### config.mk
export PLATFORM = sky130hd
export DESIGN_NAME = mem_arbiter
export DESIGN_NICKNAME = d
export VERILOG_FILES = /design/src/rtl/mem_arbiter_pkg.sv /design/src/rtl/arb_timeout_cnt.sv /design/src/rtl/mem_arbiter.sv
export SDC_FILE = /design/constraint.sdc
export NUM_CORES = 1
export LEC_CHECK = 0
export BUFFER_PORTS_ARGS = -buffer_cell sky130_fd_sc_hd__buf_2
export CAP_MARGIN = 30
export CORE_UTILIZATION = 48
export CTS_BUF_LIST = sky130_fd_sc_hd__clkbuf_4
export CTS_CLUSTER_SIZE = 16
export DETAILED_ROUTE_END_ITERATION = 16
export GPL_ROUTABILITY_DRIVEN = 0
export PLACE_DENSITY_LB_ADDON = 0.15
export SYNTH_ARGS = -nofsm -noshare
export SYNTH_HDL_FRONTEND = slang
export SYNTH_SLANG_ARGS = --single-unit
export TNS_END_PERCENT = 50
### constraint.sdc
create_clock -name clk -period 4.5 [get_ports clk]
set_input_delay 0.225 -clock clk [delete_from_list [all_inputs] [get_ports clk]]
set_output_delay 0.225 -clock clk [all_outputs]
set_load 0.05 [all_outputs]
### src/rtl/mem_arbiter_pkg.sv
// rtl/mem_arbiter_pkg.sv - shared FSM encoding, port indices and defaults for mem_arbiter
package mem_arbiter_pkg;

    typedef enum logic [1:0] {
        ST_IDLE   = 2'd0,
        ST_BUSY_I = 2'd1,
        ST_BUSY_D = 2'd2
    } arb_state_t;

    // Port indices, also the encoding of the round-robin last-grant register
    localparam logic PORT_I = 1'b0;
    localparam logic PORT_D = 1'b1;

    localparam int TIMEOUT_CYC_DEF = 255;
    localparam int WAIT_CNT_W      = 10;

    // Instruction fetches always read a full word
    localparam logic [3:0] FETCH_SEL = 4'hF;

endpackage

### src/rtl/arb_timeout_cnt.sv
// rtl/arb_timeout_cnt.sv - per-access wait counter with expiry compare for mem_arbiter
module arb_timeout_cnt
    import mem_arbiter_pkg::*;
#(
    parameter int TIMEOUT_CYC = TIMEOUT_CYC_DEF
) (
    input  logic clk,
    input  logic rst,
    input  logic busy,
    output logic expired
);

    localparam logic [WAIT_CNT_W-1:0] LAST_CNT = WAIT_CNT_W'(TIMEOUT_CYC - 1);

    logic [WAIT_CNT_W-1:0] cnt;

    // Held at zero while idle so the first busy cycle always sees 0; stops at the last count
    always_ff @(posedge clk or negedge rst) begin
        if (!rst) begin
            cnt <= '0;
        end else if (!busy) begin
            cnt <= '0;
        end else if (cnt != LAST_CNT) begin
            cnt <= cnt + 1'b1;
        end
    end

    assign expired = busy && (cnt == LAST_CNT);

endmodule

### src/rtl/mem_arbiter.sv
// rtl/mem_arbiter.sv - two-port (fetch/data) single-RAM arbiter with timeout; ARB_RR_EN selects round-robin
module mem_arbiter
    import mem_arbiter_pkg::*;
#(
    parameter int TIMEOUT_CYC = TIMEOUT_CYC_DEF
) (
    input  logic        clk,
    input  logic        rst,
    input  logic        if_req_i,
    input  logic [31:0] if_addr_i,
    output logic [31:0] if_data_o,
    output logic        if_ready_o,
    input  logic        d_req_i,
    input  logic        d_we_i,
    input  logic [31:0] d_addr_i,
    input  logic [31:0] d_data_i,
    input  logic [3:0]  d_sel_i,
    output logic [31:0] d_data_o,
    output logic        d_ready_o,
    output logic        ram_ce_o,
    output logic        ram_we_o,
    output logic [31:0] ram_addr_o,
    output logic [31:0] ram_data_o,
    output logic [3:0]  ram_sel_o,
    input  logic [31:0] ram_data_i,
    input  logic        ram_data_ready,
    output logic        err_o
);

    arb_state_t  state;
    arb_state_t  state_nxt;

    logic [31:0] lat_addr;
    logic [31:0] lat_data;
    logic        lat_we;
    logic [3:0]  lat_sel;

    logic        if_ready_q;
    logic        d_ready_q;
    logic        err_q;
    logic [31:0] if_data_q;
    logic [31:0] d_data_q;

    logic        req_i;
    logic        req_d;
    logic        pick_d;
    logic        grant;
    logic        busy;
    logic        expired;
    logic        done;

    // A requester still holds req during its own ready cycle; ignore it there so it is not re-served
    assign req_i = if_req_i & ~if_ready_q;
    assign req_d = d_req_i  & ~d_ready_q;

`ifdef ARB_RR_EN
    logic last_grant;

    // Remember which port won the most recent grant; reset as if fetch went last
    always_ff @(posedge clk or negedge rst) begin
        if (!rst) begin
            last_grant <= PORT_I;
        end else if (grant) begin
            last_grant <= pick_d ? PORT_D : PORT_I;
        end
    end

    assign pick_d = req_d & (~req_i | (last_grant == PORT_I));
`else
    assign pick_d = req_d;
`endif

    assign busy  = (state != ST_IDLE);
    assign grant = (state == ST_IDLE) && (req_i || req_d);
    assign done  = busy && (ram_data_ready || expired);

    arb_timeout_cnt #(
        .TIMEOUT_CYC (TIMEOUT_CYC)
    ) u_timeout (
        .clk     (clk),
        .rst     (rst),
        .busy    (busy),
        .expired (expired)
    );

    // State register
    always_ff @(posedge clk or negedge rst) begin
        if (!rst) begin
            state <= ST_IDLE;
        end else begin
            state <= state_nxt;
        end
    end

    // Next-state: grant from idle, return to idle on RAM completion or timeout
    always_comb begin
        state_nxt = state;
        case (state)
            ST_IDLE: begin
                if (grant) begin
                    state_nxt = pick_d ? ST_BUSY_D : ST_BUSY_I;
                end
            end
            ST_BUSY_I, ST_BUSY_D: begin
                if (done) begin
                    state_nxt = ST_IDLE;
                end
            end
            default: state_nxt = ST_IDLE;
        endcase
    end

    // RAM outputs come only from the latched access while busy, all zero when idle
    always_comb begin
        ram_ce_o   = 1'b0;
        ram_we_o   = 1'b0;
        ram_addr_o = '0;
        ram_data_o = '0;
        ram_sel_o  = '0;
        if (busy) begin
            ram_ce_o   = 1'b1;
            ram_we_o   = lat_we;
            ram_addr_o = lat_addr;
            ram_data_o = lat_data;
            ram_sel_o  = lat_sel;
        end
    end

    // Capture the winner's request at grant time so later input changes cannot disturb the access
    always_ff @(posedge clk or negedge rst) begin
        if (!rst) begin
            lat_addr <= '0;
            lat_data <= '0;
            lat_we   <= 1'b0;
            lat_sel  <= '0;
        end else if (grant) begin
            lat_addr <= pick_d ? d_addr_i : if_addr_i;
            lat_data <= pick_d ? d_data_i : '0;
            lat_we   <= pick_d & d_we_i;
            lat_sel  <= pick_d ? d_sel_i : FETCH_SEL;
        end
    end

    // Completion pulses; read data only on a real RAM read, zero for writes and timeouts
    always_ff @(posedge clk or negedge rst) begin
        if (!rst) begin
            if_ready_q <= 1'b0;
            d_ready_q  <= 1'b0;
            err_q      <= 1'b0;
            if_data_q  <= '0;
            d_data_q   <= '0;
        end else begin
            if_ready_q <= (state == ST_BUSY_I) && done;
            d_ready_q  <= (state == ST_BUSY_D) && done;
            err_q      <= done && !ram_data_ready;
            if_data_q  <= ((state == ST_BUSY_I) && ram_data_ready) ? ram_data_i : '0;
            d_data_q   <= ((state == ST_BUSY_D) && ram_data_ready && !lat_we) ? ram_data_i : '0;
        end
    end

    assign if_ready_o = if_ready_q;
    assign d_ready_o  = d_ready_q;
    assign err_o      = err_q;
    assign if_data_o  = if_data_q;
    assign d_data_o   = d_data_q;

endmodule

==> summary.txt, run 1 <==
Critical path
  – Critical path class: reg2reg
  – Cell family with most CP delay: buffers and inverters
  – Arr. time, crit path: 3.20 ns
  – CP required: 4.96 ns
  – CP peak stage delay: 0.69 ns
  – Critical Path Sink Type: flip-flop
  – Startpoint Class: flip-flop
  – Slowest cell on crit path: buf_4
  – Cells along the critical path: inv_1, ha_4, buf_4, inv_1, nor2_2, buf_4, a22o_1
  – CP Buf/Inv Count: 4
  – Crit path max fanout: 91

Placed design
  – Port buffer count: 274
  – Detail Placement HPWL: 10500 microns
  – DP Worst Slack: 1.80 ns

Die
  – Core footprint: 0.0128 sq mm
  – DIE WIDTH: 117 microns
  – I/O Pins: 275
  – Initial core utilization: 0.500
  – Die Y: 117 microns
  – Rows: 41
  – Full die area: 0.0138 sq mm

Synthesis
  – Simple-gate share of the synthesized area: 0.167
  – Synth Area in Compound Gates: 0.0733
  – Avg Cell Area, Syn: 13.1 sq um
  – Yosys warnings: 0
  – Syn_nets: 632
  – Post-synthesis xor/xnor area fraction: 0
  – Mux cell area share after synthesis: 0.133
  – Yosys reg bits: 148
  – Yosys cell types: 41
  – Main combinational cell family by area after synthesis: simple AND/OR/NAND/NOR gates
  – Mapped Cells: 489
  – Adder-cell share of the synthesized area: 0.00979
  – Netlist Area Pre-Place: 0.00639 sq mm
  – Seq/Total Area, Yosys: 0.580

Timing
  – Period utilization: 0.607
  – Tmin final: 2.73 ns
  – RSZ-0062 raised after global routing: no
  – FMAX: 366 MHz
  – Final setup viols: 0
  – Final-report hold violation count: 0
  – Worst-Margin Slew: 0.938 ns
  – Max-slew headroom: 0.375
  – PnR worst setup slack: 1.77 ns
  – Worst Clk Skew: 0.0161 ns
  – Slew Viols, Final: 0
  – Total negative slack: 0 ns

Detailed routing
  – Residual DRC: 0
  – First-iteration detailed-routing DRC count: 298
  – Via/cell ratio: 4.99
  – Vias: 5147
  – Router iterations before antenna repair: 4
  – Routed wire per std cell: 16.0 microns
  – Antenna viol nets, final: 0
  – DRT Wirelength: 16500 microns

Global route
  – Grt ovf: 0
  – Tot GR Track Use: 0.249
  – First-pass GRT wire length: 27200 microns
  – Largest net degree at the start of global routing: 108
  – Number of global-route vias before repair: 5565
  – Initial antenna violation count: 1

Clock tree
  – H-tree depth: 4
  – Clk sinks: 148
  – Root Buffer: clkbuf_4
  – CTS Buf Count: 17
  – Cts hold-fix bufs: 88
  – Longest Clk Path Bufs: 2
  – Clock Latency Late Sink: 0.53 ns
  – Quantity of gates resized following cts: 0
  – Worst-path clk slew: 0.12 ns
  – Setup bufs post-CTS: 0
  – Clock tree from TritonCTS: built

Min path
  – Worst hold-check path type: in2reg

Cells and area
  – Reg area: 0.00370 sq mm
  – Area grow syn2layout: 42.0%
  – Share of post-route cells with drive strength above 1: 0.450
  – Fillers: 906
  – Area of the multi-input gates: 0.00247 sq mm
  – Layout net count: 988

Pwr
  – Peak supply drop: 0.000367 V
  – Pwr dens: 639 mW/mm^2
  – Total power: 5.79 mW
  – Lkg Pwr: 4.86 nW

Run status
  – Status: completed

Run
  – MaxCap Viol Count: 0
-- per-stage QoR --
stage | instances | hold WS (ns) | cell area, sq um | utilization
finish | 1031 | 0.0551 | 9070 | 0.710
global route | 1031 | 0.00221 | 9070 | 0.710
CTS | 1027 | 0.00123 | 9000 | 0.705
detailed placement | 907 | 0.406 | 7850 | 0.615
global placement | 906 | 0.403 | 7830 | 0.613
floorplan | 489 | -0.0706 | 6390 | -
-- state kept, by name (all words and copies together) (netlist names) --
signal / flops
d_ready_o: 1
u_timeout.cnt: 10
lat_sel: 4
state: 2
if_data_o: 32
err_o: 1
d_data_o: 32
lat_we: 1
lat_data: 32
if_ready_o: 1
lat_addr: 32
-- logic make-up (layout without fill, tap and decap cells) --
family,Yosys count,after routing
DFF,148,148
buffers and inverters,40,409
muxes,67,67
AOI/OAI and AO/OA,57,57
other,0,1
adders and majority gates,5,5
and+or+nand+nor,172,172
-- power by group --
group	internal [mW]	total, mW	switching, mW
sequential	1.71	1.90	0.190
combinational	1.04	3.11	2.07
clock	0.329	0.788	0.459
-- path summary, 6_finish.rpt --
kind	from	end	slack, ns	cells past startpoint
worst max-delay path	state[0]	lat_data[9]	1.77	7
worst min-delay path	d_addr_i[15]	lat_addr[15]	0.06	3
worst max register to register	state[0]	lat_data[9]	1.77	7
worst min register to register	lat_addr[4]	lat_addr[4]	0.51	1
max in group asynchronous	rst	lat_data[9]	3.18	4
min in group asynchronous	rst	if_data_o[23]	0.10	2
-- cell usage after synthesis (all sizes together) --
| master | n | area, sq um |
|---|---|---|
| dfrtp | 148 | 3700 |
| nor2b | 74 | 470 |
| mux2 | 66 | 841 |
| and2 | 34 | 213 |
| and3 | 34 | 213 |
| a22o | 33 | 289 |
| clkbuf | 18 | 67.6 |
| buf | 17 | 148 |
| nor2 | 7 | 26.3 |
| ha | 5 | 62.6 |
| inv | 5 | 18.8 |
| nand2 | 4 | 15.0 |
| nand3 | 4 | 20.0 |
| nor3b | 4 | 35.0 |
| o22a | 4 | 35.0 |
| a31oi | 3 | 18.8 |
| nand4 | 3 | 18.8 |
| a211oi | 2 | 15.0 |
| a21boi | 2 | 15.0 |
| a21oi | 2 | 10.0 |
| a311oi | 2 | 17.5 |
| a32o | 2 | 20.0 |
| and4 | 2 | 17.5 |
| nor3 | 2 | 10.0 |
| o21a | 2 | 15.0 |
| o21ai | 2 | 10.0 |
| a41oi | 1 | 8.76 |
| mux2i | 1 | 10.0 |
| nand2b | 1 | 6.26 |
| nand3b | 1 | 7.51 |
| nor4bb | 1 | 10.0 |
| o22ai | 1 | 6.26 |
| o31ai | 1 | 7.51 |
| or2 | 1 | 6.26 |
-- layer usage --
metal | global-route usage | share of wire
met1 | 0.294 | 0.40
met2 | 0.419 | 0.51
met3 | 0.0652 | 0.061
met4 | 0.124 | 0.029
met5 | 0 | 0
-- layout by cell type (no fill, tap or decap), types with 2 or more instances in the layout --
cell,count
buf_2,273
dfrtp_1,148
dlygate4sd3_1,89
nor2b_1,73
mux2_2,40
and2_1,34
and3_1,34
a22o_1,33
mux2_4,26
clkbuf_4,18
nor2_1,6
clkinvlp_4,6
buf_4,6
inv_1,5
nand2_1,4
nand3_1,4
o22a_1,4
ha_1,4
a31oi_1,3
nor3b_1,3
nand4_1,3
clkinv_2,3
and4_1,2
nor3_1,2
a32o_1,2
a21boi_0,2
a21oi_1,2
a311oi_1,2
a211oi_1,2
clkinv_1,2
bufinv_16,2
-- final cells by class --
type	count	area share
multi-input cells	301	0.272
clock inverters	14	0.0150
inverters	5	0.00207
clock buffers	18	0.0149
well taps	172	0.0237
flip-flops and latches	148	0.408
diodes	1	0.000276
repair buffers	372	0.263
-- worst min-delay path, cell delays in order --
cell and delay, ns:
buf_2 0.07, mux2_2 0.13, mux2_4 0.13
(Power assumes the default switching activity.)
==> inputs of run 2 (changes only) <==
--- a/config.mk
+++ b/config.mk
@@ -5,9 +5,10 @@
 export SDC_FILE = /design/constraint.sdc
 export NUM_CORES = 1
 export LEC_CHECK = 0
+export ABC_AREA = 1
 export BUFFER_PORTS_ARGS = -buffer_cell sky130_fd_sc_hd__buf_2
 export CAP_MARGIN = 30
-export CORE_UTILIZATION = 48
+export CORE_UTILIZATION = 44
 export CTS_BUF_LIST = sky130_fd_sc_hd__clkbuf_4
 export CTS_CLUSTER_SIZE = 16
 export DETAILED_ROUTE_END_ITERATION = 16
==> constraint.sdc (replaced) <==
create_clock -name clk -period 2.2 [get_ports clk]
set_input_delay 0.11 -clock clk [delete_from_list [all_inputs] [get_ports clk]]
set_output_delay 0.11 -clock clk [all_outputs]
set_load 0.05 [all_outputs]
==> run 2 against run 1 <==
  * Via count rose by 18%
  * Hold slack better by 0.053 ns
  * Cell count is 27% higher
  * Clock power rose by 140%
  * Utilization decreased by 0.43 points
  * Synthesized area fell by 3.9%
  * Highest routed layer unchanged
==> summary.txt, run 2 <==
Placed design
  – Detail Placement HPWL: 11100 microns (was 10500 microns)
  – DP Worst Slack: 0.523 ns (was 1.80 ns)
  – Port buffer count: 274 (unchanged)

Global route
  – Met3 usage: 0.0751 (was 0.0652)
  – Grt peak-use layer: met2 (unchanged)
  – Largest net degree at the start of global routing: 69 (was 108)
  – First-pass GRT wire length: 28100 microns (was 27200 microns)
  – Met2 usage in global routing: 0.419 (about the same)
  – Grt ovf: 0 (unchanged)
  – Number of global-route vias before repair: 6061 (was 5565)
  – Initial antenna violation count: 0 (was 1)
  – Grt met1 use: 0.300 (was 0.294)
  – Tot GR Track Use: 0.252 (was 0.249)

Timing
  – Fin Hold WS: 0.108 ns (was 0.0551 ns)
  – Period utilization: 0.934 (was 0.607)
  – Worst-Margin Slew: 0.364 ns (was 0.938 ns)
  – FMAX: 487 MHz (was 366 MHz)
  – Max-slew headroom: 0.757 (was 0.375)
  – PnR worst setup slack: 0.145 ns (was 1.77 ns)
  – Final setup viols: 0 (unchanged)
  – Tmin final: 2.05 ns (was 2.73 ns)
  – RSZ-0062 raised after global routing: no (unchanged)
  – Slew Viols, Final: 0 (unchanged)
  – Total negative slack: 0 ns (unchanged)
  – Final-report hold violation count: 0 (unchanged)
  – Worst Clk Skew: 0.0152 ns (was 0.0161 ns)

Detailed routing
  – Antenna viol nets, final: 0 (unchanged)
  – Residual DRC: 0 (unchanged)
  – Routed wire per std cell: 13.5 microns (was 16.0 microns)
  – First-iteration detailed-routing DRC count: 393 (was 298)
  – Vias: 6061 (was 5147)
  – DRT Wirelength: 17700 microns (was 16500 microns)
  – Via/cell ratio: 4.61 (was 4.99)
  – Router iterations before antenna repair: 5 (was 4)

Synthesis
  – Number of synthesized flops with an enable pin: 0 (unchanged)
  – Yosys warnings: 0 (unchanged)
  – Seq/Total Area, Yosys: 0.603 (was 0.580)
  – Most frequent cell after synthesis: nor2_1 (was dfrtp_1)
  – Netlist Area Pre-Place: 0.00614 sq mm (was 0.00639 sq mm)
  – Yosys reg bits: 148 (unchanged)
  – Share of synthesized registers carrying an async set or reset: 1.00 (unchanged)
  – Syn_nets: 855 (was 632)
  – Most frequent cells after synthesis: 184 x nor2_1, 148 x dfrtp_1, 123 x inv_1 (was 148 x dfrtp_1, 73 x nor2b_1, 40 x mux2_2)
  – Synth top area share: 0.603 (was 0.580)
  – Area leader, netlist: dfrtp_1 (unchanged)
  – Synth area leaders: dfrtp_1 60%, nor2_1 11%, inv_1 7.5% (was dfrtp_1 58%, nor2b_1 7.1%, mux2_2 7.1%)
  – Ys flop type: dfrtp_1 (unchanged)
  – Mapped Cells: 712 (was 489)
  – Avg Cell Area, Syn: 8.62 sq um (was 13.1 sq um)
  – Yosys cell types: 25 (was 41)

Critical path
  – Crit path max fanout: 21 (was 91)
  – Startpoint Class: flip-flop (unchanged)
  – Critical Path Sink Type: flip-flop (unchanged)
  – RR Endpoint: lat_addr[7] (was lat_data[9])
  – Reg2reg start: d_ready_o (was state[0])
  – Reg2Reg Depth: 8 (was 7)
  – Internal reg-to-reg setup slack: 0.15 ns (was 1.77 ns)
  – CP required: 2.67 ns (was 4.96 ns)
  – Arr. time, crit path: 2.53 ns (was 3.20 ns)
  – Critical path class: reg2reg (unchanged)

Die
  – Initial core utilization: 0.458 (was 0.500)
  – I/O Pins: 275 (unchanged)
  – Die Y: 120 microns (was 117 microns)
  – Full die area: 0.0144 sq mm (was 0.0138 sq mm)
  – Rows: 42 (was 41)
  – Core footprint: 0.0134 sq mm (was 0.0128 sq mm)
  – DIE WIDTH: 120 microns (was 117 microns)

Pwr
  – Peak supply drop: 0.000599 V (was 0.000367 V)
  – Total power: 12.2 mW (was 5.79 mW)
  – Lkg Pwr: 5.35 nW (was 4.86 nW)
  – Pwr dens: 1290 mW/mm^2 (was 639 mW/mm^2)

Run
  – MaxCap Viol Count: 0 (unchanged)

Run status
  – Status: completed (unchanged)

Cells and area
  – Layout net count: 1269 (was 988)
  – Most frequent cells in the layout: 273 x buf_2, 184 x nor2_1, 148 x dfrtp_1, 139 x dlygate4sd3_1, 123 x inv_1 (was 273 x buf_2, 148 x dfrtp_1, 89 x dlygate4sd3_1, 73 x nor2b_1, 40 x mux2_2)
  – Most common cell after layout, fill and taps aside: buf_2 (unchanged)
  – Area grow syn2layout: 54.0% (was 42.0%)
  – Antenna diodes: 0 (was 1)
  – Share of post-route cells with drive strength above 1: 0.286 (was 0.450)

Clock tree
  – Worst-path clk slew: 0.13 ns (was 0.12 ns)
  – Root Buffer: clkbuf_4 (unchanged)
  – Clock Latency Late Sink: 0.53 ns (about the same)
  – Clk sinks: 148 (unchanged)
  – Clock tree from TritonCTS: built (unchanged)
  – CTS Buf Count: 17 (unchanged)
  – H-tree depth: 4 (unchanged)
  – Longest Clk Path Bufs: 2 (unchanged)

Min path
  – Worst hold-check path type: in2async (was in2reg)
run 2: cell types whose count changed after synthesis, sizes merged, moves of 4 or more:
cell    delta
buf        +7
clkbuf     -7
a31oi     +31
nand2    +117
nor2     +178
nor2b     -74
a21oi      +4
inv      +119
and3      -34
a22o      -33
mux2      -66
o22a       -4
and2      -34
o21ai     +38
run 2: cell families after synthesis:
family,synth area share
AND/OR/NAND/NOR,0.199
buffers and inverters,0.109
flip-flops,0.603
AO/OA/AOI/OAI,0.0750
adder cells (fa/ha/maj),0.0102
XOR/XNOR,0.00285
run 2: metrics by stage:
step | area, sq um | util | std cells
5_1_grt | 9460 | 0.706 | 1314
6_report | 9460 | 0.706 | 1314
3_3_place_gp | 7670 | 0.572 | 1141
2_1_floorplan | 6140 | - | 712
3_5_place_dp | 7670 | 0.572 | 1141
4_1_cts | 9400 | 0.702 | 1312
run 2: cell type report:
class / count / area (sq um)
clock buffers: 18 / 135
well taps: 176 / 220
inverters: 124 / 478
fillers: 1068 / 3950
multi-input cells: 405 / 1770
flip-flops and latches: 148 / 3700
repair buffers: 429 / 2960
clock inverters: 13 / 183
repair inverters: 1 / 8.76
run 2: report_power, final:
| part | switching [mW] | internal, mW | leakage, nW |
|---|---|---|---|
| clock network | 0.958 | 0.909 | 0.162 |
| registers | 0.282 | 3.45 | 1.91 |
| logic | 4.62 | 1.99 | 3.27 |
run 2: timing repair:
item,CTS,global route
resized for setup,1,5
setup buffers,0,0
setup endpoints to repair,43,33
hold endpoints to repair,284,0
cloned,0,2
hold buffers,140,0
run 2: per-layer routing:
layer,wire length (microns),part of all wire
met4,495,0.028
met2,8750,0.49
met3,1420,0.080
met1,7050,0.40
met5,0,0
run 2: how the worst max path moves through the flow:
stage                         start        endpoint  slack (ns)  depth (start not counted)
after CTS                 d_ready_o     lat_addr[9]        0.02                          8
after detailed placement  d_ready_o     lat_data[5]        0.52                          6
after global routing      d_ready_o    lat_addr[16]        0.02                          8
final                     d_ready_o     lat_addr[7]        0.15                          8
after floorplan            state[0]  ram_addr_o[10]        0.42                          5
after global placement     state[1]   ram_addr_o[7]        0.59                          5
run 2: worst max-delay path, stage by stage (launching register included):
cell and delay (ns):
dfrtp_1 0.39, or2_1 0.30, o21ai_4 0.10, nand2_4 0.13
clkinv_8 0.14, buf_16 0.16, nor2_1 0.06, a31oi_1 0.15
dlygate4sd3_1 0.56
